**src/rtl/sad_min_scanner.sv**
```systemverilog
// Serial minimum-SAD reducer: snapshots all core results on Start and scans one slot per clock.
// Optional SAD_EARLY_EXIT_EN: a valid zero SAD ends the scan at the slot where it is found.
module sad_min_scanner #(
  parameter int NUM_CORES  = 8,
  parameter int SAD_W      = 32,
  parameter int COORD_W    = 8,
  parameter int ROW_STRIDE = 8
) (
  input  logic                         Clk,
  input  logic                         Rst,
  input  logic                         Start,
  input  logic [NUM_CORES*SAD_W-1:0]   CoreSAD,
  input  logic [NUM_CORES*COORD_W-1:0] CoreRow,
  input  logic [NUM_CORES*COORD_W-1:0] CoreCol,
  input  logic [NUM_CORES-1:0]         CoreValid,
  input  logic                         OutReady,
  output logic                         OutValid,
  output logic [SAD_W-1:0]             MinSAD,
  output logic [COORD_W-1:0]           MinRow,
  output logic [COORD_W-1:0]           MinCol,
  output logic                         AnyValid,
  output logic                         Busy
);

  localparam int IDX_W = (NUM_CORES > 1) ? $clog2(NUM_CORES) : 1;

  typedef enum logic [1:0] {
    ST_IDLE = 2'd0,
    ST_SCAN = 2'd1,
    ST_HOLD = 2'd2
  } state_t;

  state_t                       r_state;
  state_t                       w_state_nxt;

  logic [NUM_CORES*SAD_W-1:0]   r_snap_sad;
  logic [NUM_CORES*COORD_W-1:0] r_snap_row;
  logic [NUM_CORES*COORD_W-1:0] r_snap_col;
  logic [NUM_CORES-1:0]         r_snap_valid;
  logic [IDX_W-1:0]             r_idx;
  logic [SAD_W-1:0]             r_best;
  logic [COORD_W-1:0]           r_best_row;
  logic [COORD_W-1:0]           r_best_col;
  logic                         r_found;

  logic                         r_out_valid;
  logic [SAD_W-1:0]             r_min_sad;
  logic [COORD_W-1:0]           r_min_row;
  logic [COORD_W-1:0]           r_min_col;
  logic                         r_any_valid;
  logic                         r_busy;

  logic [SAD_W-1:0]             w_slot_sad;
  logic [COORD_W-1:0]           w_slot_row;
  logic [COORD_W-1:0]           w_slot_col;
  logic                         w_slot_valid;
  logic [COORD_W-1:0]           w_row_glb;
  logic                         w_take;
  logic                         w_last;
  logic                         w_early;
  logic                         w_accept;
  logic [SAD_W-1:0]             w_best_nxt;
  logic [COORD_W-1:0]           w_best_row_nxt;
  logic [COORD_W-1:0]           w_best_col_nxt;
  logic                         w_found_nxt;

  assign w_slot_sad   = r_snap_sad[r_idx*SAD_W +: SAD_W];
  assign w_slot_row   = r_snap_row[r_idx*COORD_W +: COORD_W];
  assign w_slot_col   = r_snap_col[r_idx*COORD_W +: COORD_W];
  assign w_slot_valid = r_snap_valid[r_idx];
  // Global row wraps modulo 2^COORD_W by construction of the adder width.
  assign w_row_glb    = w_slot_row + (COORD_W'(r_idx) * COORD_W'(ROW_STRIDE));

  // Strict less-than keeps the lower index on ties.
  assign w_take         = w_slot_valid && (!r_found || (w_slot_sad < r_best));
  assign w_best_nxt     = w_take ? w_slot_sad : r_best;
  assign w_best_row_nxt = w_take ? w_row_glb  : r_best_row;
  assign w_best_col_nxt = w_take ? w_slot_col : r_best_col;
  assign w_found_nxt    = w_take | r_found;
  assign w_last         = (r_idx == IDX_W'(NUM_CORES - 1));
  assign w_accept       = r_out_valid && OutReady;

`ifdef SAD_EARLY_EXIT_EN
  assign w_early = w_slot_valid && (w_slot_sad == {SAD_W{1'b0}});
`else
  assign w_early = 1'b0;
`endif

  // State register.
  always_ff @(posedge Clk) begin
    if (!Rst) begin
      r_state <= ST_IDLE;
    end else begin
      r_state <= w_state_nxt;
    end
  end

  // Next-state decode.
  always_comb begin
    w_state_nxt = r_state;
    case (r_state)
      ST_IDLE: w_state_nxt = Start ? ST_SCAN : ST_IDLE;
      ST_SCAN: w_state_nxt = (w_last || w_early) ? ST_HOLD : ST_SCAN;
      ST_HOLD: w_state_nxt = w_accept ? ST_IDLE : ST_HOLD;
      default: w_state_nxt = ST_IDLE;
    endcase
  end

  // Snapshot, running minimum and registered result.
  always_ff @(posedge Clk) begin
    if (!Rst) begin
      r_snap_sad   <= {(NUM_CORES*SAD_W){1'b0}};
      r_snap_row   <= {(NUM_CORES*COORD_W){1'b0}};
      r_snap_col   <= {(NUM_CORES*COORD_W){1'b0}};
      r_snap_valid <= {NUM_CORES{1'b0}};
      r_idx        <= {IDX_W{1'b0}};
      r_best       <= {SAD_W{1'b0}};
      r_best_row   <= {COORD_W{1'b0}};
      r_best_col   <= {COORD_W{1'b0}};
      r_found      <= 1'b0;
      r_out_valid  <= 1'b0;
      r_min_sad    <= {SAD_W{1'b0}};
      r_min_row    <= {COORD_W{1'b0}};
      r_min_col    <= {COORD_W{1'b0}};
      r_any_valid  <= 1'b0;
      r_busy       <= 1'b0;
    end else begin
      case (r_state)
        ST_IDLE: begin
          if (Start) begin
            r_snap_sad   <= CoreSAD;
            r_snap_row   <= CoreRow;
            r_snap_col   <= CoreCol;
            r_snap_valid <= CoreValid;
            r_idx        <= {IDX_W{1'b0}};
            r_best       <= {SAD_W{1'b1}};
            r_best_row   <= {COORD_W{1'b0}};
            r_best_col   <= {COORD_W{1'b0}};
            r_found      <= 1'b0;
          end
        end
        ST_SCAN: begin
          r_best     <= w_best_nxt;
          r_best_row <= w_best_row_nxt;
          r_best_col <= w_best_col_nxt;
          r_found    <= w_found_nxt;
          r_idx      <= r_idx + IDX_W'(1);
          if (w_last || w_early) begin
            r_min_sad   <= w_best_nxt;
            r_min_row   <= w_best_row_nxt;
            r_min_col   <= w_best_col_nxt;
            r_any_valid <= w_found_nxt;
            r_out_valid <= 1'b1;
          end
        end
        ST_HOLD: begin
          // Result fields are left untouched so the display persists after acceptance.
          if (w_accept) begin
            r_out_valid <= 1'b0;
          end
        end
        default: begin
          r_out_valid <= 1'b0;
        end
      endcase
      r_busy <= (w_state_nxt != ST_IDLE);
    end
  end

  assign OutValid = r_out_valid;
  assign MinSAD   = r_min_sad;
  assign MinRow   = r_min_row;
  assign MinCol   = r_min_col;
  assign AnyValid = r_any_valid;
  assign Busy     = r_busy;

endmodule

```
**config.mk**
```make
export PLATFORM = sky130hd
export DESIGN_NAME = sad_min_scanner
export DESIGN_NICKNAME = d
export VERILOG_FILES = /design/src/rtl/sad_min_scanner.sv
export SDC_FILE = /design/constraint.sdc
export NUM_CORES = 1
export LEC_CHECK = 0
export ABC_AREA = 0
export CAP_MARGIN = 20
export CORE_MARGIN = 2
export CORE_UTILIZATION = 48
export CTS_BUF_LIST = sky130_fd_sc_hd__clkbuf_8
export DETAILED_ROUTE_END_ITERATION = 16
export GPL_ROUTABILITY_DRIVEN = 0
export PLACE_DENSITY = 0.78
export SLEW_MARGIN = 20
export SYNTH_ARGS = -nofsm -noshare
export SYNTH_HDL_FRONTEND = slang
export SYNTH_SLANG_ARGS = --single-unit
```
**constraint.sdc**
```tcl
create_clock -name Clk -period 4.1 [get_ports Clk]
set_clock_uncertainty 0.15 [all_clocks]
set_input_delay 0.41 -clock Clk [delete_from_list [all_inputs] [get_ports Clk]]
set_output_delay 0.41 -clock Clk [all_outputs]
set_load 0.05 [all_outputs]
```
* Yosys cells after proc, flatten, opt, wreduce, memory -nomap -nowiden
Cells that the tools add are included.
** Word-level totals
- Flip-flop bits (word level) :: 497
- Output and inout port bits :: 51
- Word-level logic and storage cells :: 63
** Operators by class
- Order comparisons :: 2
- Shifts and indexed selects :: 3
- Eq/ne operators :: 6
- Multiplexer cells :: 21
- $add $sub $neg :: 2
- Reduce and logical (&&, ||, !) cells :: 11
- Bitwise logic cells :: 2
** Operator list (number)
- $shiftx A256 B9 Y32 :: 1
- $shiftx A64 B7 Y8 :: 2
- $mux W32 :: 2
- $pmux W32 S2 :: 1
- $lt A32 B32 Y1 :: 1
- $pmux W8 S2 :: 2
- $mux W8 :: 3
- $add A8 B6 Y8 :: 1
- $ne A2 B2 Y1 const B :: 3
- $pmux W2 S3 :: 1
- $pmux W3 S2 :: 1
- $reduce_and A2 Y1 :: 3
- $mux W1 :: 5
- $lt A3 B4 Y1 const B :: 1
- $mux W2 :: 2
- $reduce_bool A2 Y1 :: 2
- $add A3 B1 Y3 const B :: 1
- $bmux W1 S3 :: 1
- $eq A3 B3 Y1 const B :: 1
- $mux W3 :: 1
- $pmux W1 S3 :: 1
- $reduce_and A3 Y1 :: 1
- $eq A2 B1 Y1 const B :: 1
- $eq A2 B2 Y1 const B :: 1
- other kinds (7) :: 8

* Depth between registers and ports, before layout
- Depth in word-level cells :: 6
- Gate-level depth with buffers :: 17

* Least setup slack after synthesis
No wires, ideal clock.
- Kind :: flip-flop to flip-flop
- Start point :: reg r_idx[0]
- End point :: reg r_best_row[4]
- Arrival :: 3673 ps
- Cell stages (with the launch flop) :: 15
- Setup slack :: 162 ps
- Period minus slack after synthesis :: 3938 ps
- Library setup time :: 115 ps
- Path through :: dfxtp_1 -> buf_6 -> buf_1 -> mux4_2 -> nand2_1 -> nand2_1 -> ha_1 -> nand4_1 -> or2_2 -> nor4_1 -> a32oi_4 -> nand2_2 -> clkbuf_1 -> nor2_1 -> o21a_1
** Between the ends
- Word-level cells in the longest chain between the ends :: 6
- Elaborated cells on any way between the ends :: 10
- Classes of those cells :: add/sub: 1; order compare: 1; shift: 2; mux: 4; reduce/logical: 2
** Ends and longest elaborated chain
- from (decl) :: RTL line 40 : logic [IDX_W-1:0] r_idx;
- from (signal assigned) :: RTL line 116 : r_idx <= {IDX_W{1'b0}};
- from (signal assigned) :: RTL line 135 : r_idx <= {IDX_W{1'b0}};
- from (signal assigned) :: RTL line 147 : r_idx <= r_idx + IDX_W'(1);
- $shiftx A256 B9 Y32 :: RTL line 67 : assign w_slot_sad = r_snap_sad[r_idx*SAD_W +: SAD_W];
- $lt A32 B32 Y1 :: RTL line 75 : assign w_take = w_slot_valid && (!r_found || (w_slot_sad < r_best));
- $logic_or A1 B1 Y1 :: RTL line 75
- $logic_and A1 B1 Y1 :: RTL line 75
- $mux W8 * :: RTL line 77 : assign w_best_row_nxt = w_take ? w_row_glb : r_best_row;
- $pmux W8 S2 * :: RTL line 128 : case (r_state)
- to (signal assigned) :: RTL line 118 : r_best_row <= {COORD_W{1'b0}};
- to (signal assigned) :: RTL line 137 : r_best_row <= {COORD_W{1'b0}};
- to (signal assigned) :: RTL line 144 : r_best_row <= w_best_row_nxt;
- to (decl) :: RTL line 42 : logic [COORD_W-1:0] r_best_row;
Every way passes the cells marked *; elsewhere a longest branch is shown, timed or not. The select of a mux whose other input is x is not followed.
A chain may end at the register's enable or synchronous reset.

* Final worst setup path
- Start point :: reg r_idx[0]
- End point :: reg r_min_sad[16], in the netlist MinSAD[16]
** Between the ends
- Word-level cells in the longest chain between the ends :: 5
- Elaborated cells on any way between the ends :: 9
- Classes of those cells :: order compare: 1; eq/ne: 1; shift: 1; mux: 3; reduce/logical: 3
** Ends and longest elaborated chain
- $shiftx A256 B9 Y32 :: RTL line 67
- $lt A32 B32 Y1 :: RTL line 75
- $logic_or A1 B1 Y1 :: RTL line 75
- $logic_and A1 B1 Y1 :: RTL line 75
- $mux W32 :: RTL line 76 : assign w_best_nxt = w_take ? w_slot_sad : r_best;
- to (signal assigned) :: RTL line 122 : r_min_sad <= {SAD_W{1'b0}};
- to (signal assigned) :: RTL line 149 : r_min_sad <= w_best_nxt;
- to (decl) :: RTL line 47 : logic [SAD_W-1:0] r_min_sad;
Several ways; a longest one is shown, not always the timed one. The select of a mux whose other input is x is not followed.

==> impl_results.md <==
- First-pass GRT wire length: approximately 110000 microns
- FFs w/ async S/R, synth: 0
- Die footprint: 0.0483 sq mm
- Hold path cells: 3
- Clock Path Buffers: 3
- Largest cells by area after synthesis: dfxtp_1 45%, nand2_1 16%, a21boi_0 13%, mux4_2 8.8%, clkbuf_1 3.1%
- Routed wire length: 70000 microns
- Worst Tran Pin Value: 1.11 ns
- Final ANT Viol Nets: 0
- Syn_area_per_cell: 8.57 sq um
- Area grow syn2layout: 29.5%
- Share of the synthesized area in the top cell type: 0.445
- Worst-path maximum fanout: 30
- Final hold vios: 0
- Most common cell in the synthesized netlist: nand2_1
- Post-route design area: 0.0289 sq mm
- Die height: 220 microns
- Worst Path Required: 4.51 ns
- Cell count of the worst reg-to-reg path: 13
- Port Buffers: 446
- Iteration-0 DRC Markers: 1867
- DP HPWL: around 50000 microns
- Final period utilization: 0.955
- Launch point of the worst reg-to-reg path: r_idx[0]$_SDFFE_PN0P_
- YS warnings: 0
- Sequential fraction of the synthesis area: 0.445
- Via-to-Cell Ratio: about 5.6
- I/O pins: 447
- Startpoint types: flip-flop
- Die width: 220 microns
- Root buffer cell: clkbuf_8
- Final instance count without filler cells: 3629
- TritonCTS Buffers: 82
- H-tree levels: 3
- Max Fclk: 0.255 GHz
- Initial Util: 0.483
- Layout cell share with drive strength beyond 1: 0.0854
- Core Rows: 79
- First drt pass iteration count: 6
- CP max stage cell: mux4_2
- Met1 Use GR: 0.383
- Leak pwr: 10.8 nW
- DP Area: 0.0272 sq mm
- Pin count of the biggest net entering global routing: 214
- R2R setup slack: 0.18 ns
- Slew headroom: 0.263
- Clk sinks: 497
- Max-slew violations: 0
- Overflow after GRT: 0
- Cts hold-fix bufs: 0
- Clock Latency Late Sink: 0.65 ns
- DR vias: 20182
- Core area: roughly 0.046 sq mm
- Outcome: finished clean
- Worst hold margin: 0.179 ns
- #FFs+latches synth: 497
- Max-cap violations: 0
- Peak supply drop: 0.275 mV
- Mapped cell area: 0.0224 sq mm
- Worst min-delay path endpoint: r_snap_sad[53]$_SDFFE_PN0P_
- Total track usage: 0.280
- Mapped Nets: 3041
- Placed cells: 3473
- Crit path cell chain: buf_4 -> mux4_2 -> nand2_1 -> nand2_1 -> ha_1 -> nand4_1 -> inv_1 -> a221o_1 -> a21oi_1 -> and3_4 -> buf_12 -> nand3_1 -> nand3_1
- Worst setup path startpoint: r_idx[0]$_SDFFE_PN0P_
- WL per Instance: 19.3 microns
- Area leader, netlist: dfxtp_1
- P per Cell Area: around 390 mW/mm^2
- Cell family with most CP delay: simple AND/OR/NAND/NOR gates
- Post-synth EDFFs: 0
- Worst Path Arrival: 4.33 ns
- CP bufs+invs: 3
- RSZ-0062 raised after global routing: no
- Busiest grt layer: met2
- Type of the worst min-delay path: in2reg
- Vias in the first global route: 19501
- Tmin final: 3.92 ns
- Setup TNS: 0 ns
- Layout Nets: approximately 3400
- GR Layer Usage met3: 0.0547
- Drc violations: 0
- Kind of critical path: reg2reg
- HP Start: CoreSAD[53]
- CTS tree: done
- Yosys cell types: 50
- Most frequent cells after synthesis: 927 x nand2_1, 497 x dfxtp_1, 393 x a21boi_0, 182 x clkbuf_1, 133 x nand3_1
- Main flop type after synthesis: dfxtp_1
- Critical path's largest stage delay: about 0.54 ns
- Crit. End Element: flip-flop
- Synth Instances: about 2600
- CTS clk-pin slew, worst paths: ~0.07 ns
- Met2 Use GR: 0.435
- Setup Viol. Count Final: 0
- Worst reg2reg path endpoint: MinSAD[16]$_SDFFE_PN0P_
- Antenna violations before repair: 12
-- how the worst max path moves through the flow --
stage,endpoint,slack (ns),cells past startpoint
floorplan,r_best_row[4]$_SDFFE_PN0P_,0.16,14
global placement,MinSAD[4]$_SDFFE_PN0P_,0.19,13
detailed placement,MinCol[1]$_SDFFE_PN0P_,0.09,13
CTS,MinCol[1]$_SDFFE_PN0P_,0.05,13
global route,r_best_col[1]$_SDFFE_PN0P_,0.04,13
finish,MinSAD[16]$_SDFFE_PN0P_,0.18,13
-- cell families (layout without fill, tap and decap cells) --
family | Yosys count | count (layout) | share of synthesized area
other cells | 0 | 11 | 0
buf+inv | 257 | 660 | 0.0458
flops | 497 | 497 | 0.445
fa+ha+maj | 37 | 37 | 0.0210
xor+xnor | 4 | 4 | 0.00157
simple gates | 1141 | 1141 | 0.207
mux | 112 | 112 | 0.0989
compound gates | 560 | 560 | 0.180
-- registers in the layout (all words and copies together) (netlist names), 2 cells and up --
name	cells
r_snap_col	64
r_snap_row	64
r_best	32
r_best_row	8
r_best_col	8
MinSAD	32
r_state	2
MinRow	8
r_idx	3
MinCol	8
r_snap_valid	8
r_snap_sad	256
-- worst register-to-register path: stages, from the launching register on --
cell and delay [ns]:
dfxtp_4 0.49, buf_4 0.32, mux4_2 0.55, nand2_1 0.18, nand2_1 0.14, ha_1 0.34
nand4_1 0.19, inv_1 0.06, a221o_1 0.39, a21oi_1 0.24, and3_4 0.29, buf_12 0.21
nand3_1 0.13, nand3_1 0.13
-- power by group --
group	leakage, nW	switching [W]	internal [W]
logic	5.82	0.000828	0.000812
registers	4.08	0.000150	0.00510
clock network	0.927	0.00202	0.00234
-- per-stage QoR --
step	power (W)	worst slack [ns]	util
2_1_floorplan	0.00620	0.162	-
3_3_place_gp	0.00691	0.193	0.587
3_5_place_dp	0.00695	0.0889	0.587
4_1_cts	0.0113	0.0460	0.623
5_1_grt	0.0117	0.0425	0.625
6_report	0.0113	0.183	0.625
-- timing repair --
item,CTS,global route
endpoints found under the setup margin,0,83
buffers inserted,0,1
resized for setup,0,6
-- final cells by class --
type	count	area (sq um)
tap	607	759
inverter	37	139
clock inverter	38	206
timing repair buffer	481	4990
antenna	11	27.5
clock buffer	104	1430
multi-input combinational	1854	11400
sequential	497	9960
fill	3865	17300
-- per-layer routing --
layer  vias up  wire, microns
met5         -             36
met1      9635          30200
met4         6           2410
met3       142           5440
met2       818          31900
li1       9581              -
-- layout by cell type (no fill, tap or decap), drive strengths merged, types with 44 or more instances in the layout --
| master | n |
|---|---|
| nand3 | 133 |
| inv | 62 |
| mux4 | 87 |
| dfxtp | 497 |
| a21boi | 406 |
| a31oi | 44 |
| nand2 | 928 |
| clkbuf | 106 |
| o21ai | 55 |
| clkdlybuf4s50 | 445 |
Note: power is estimated with default switching activity, not from simulation.
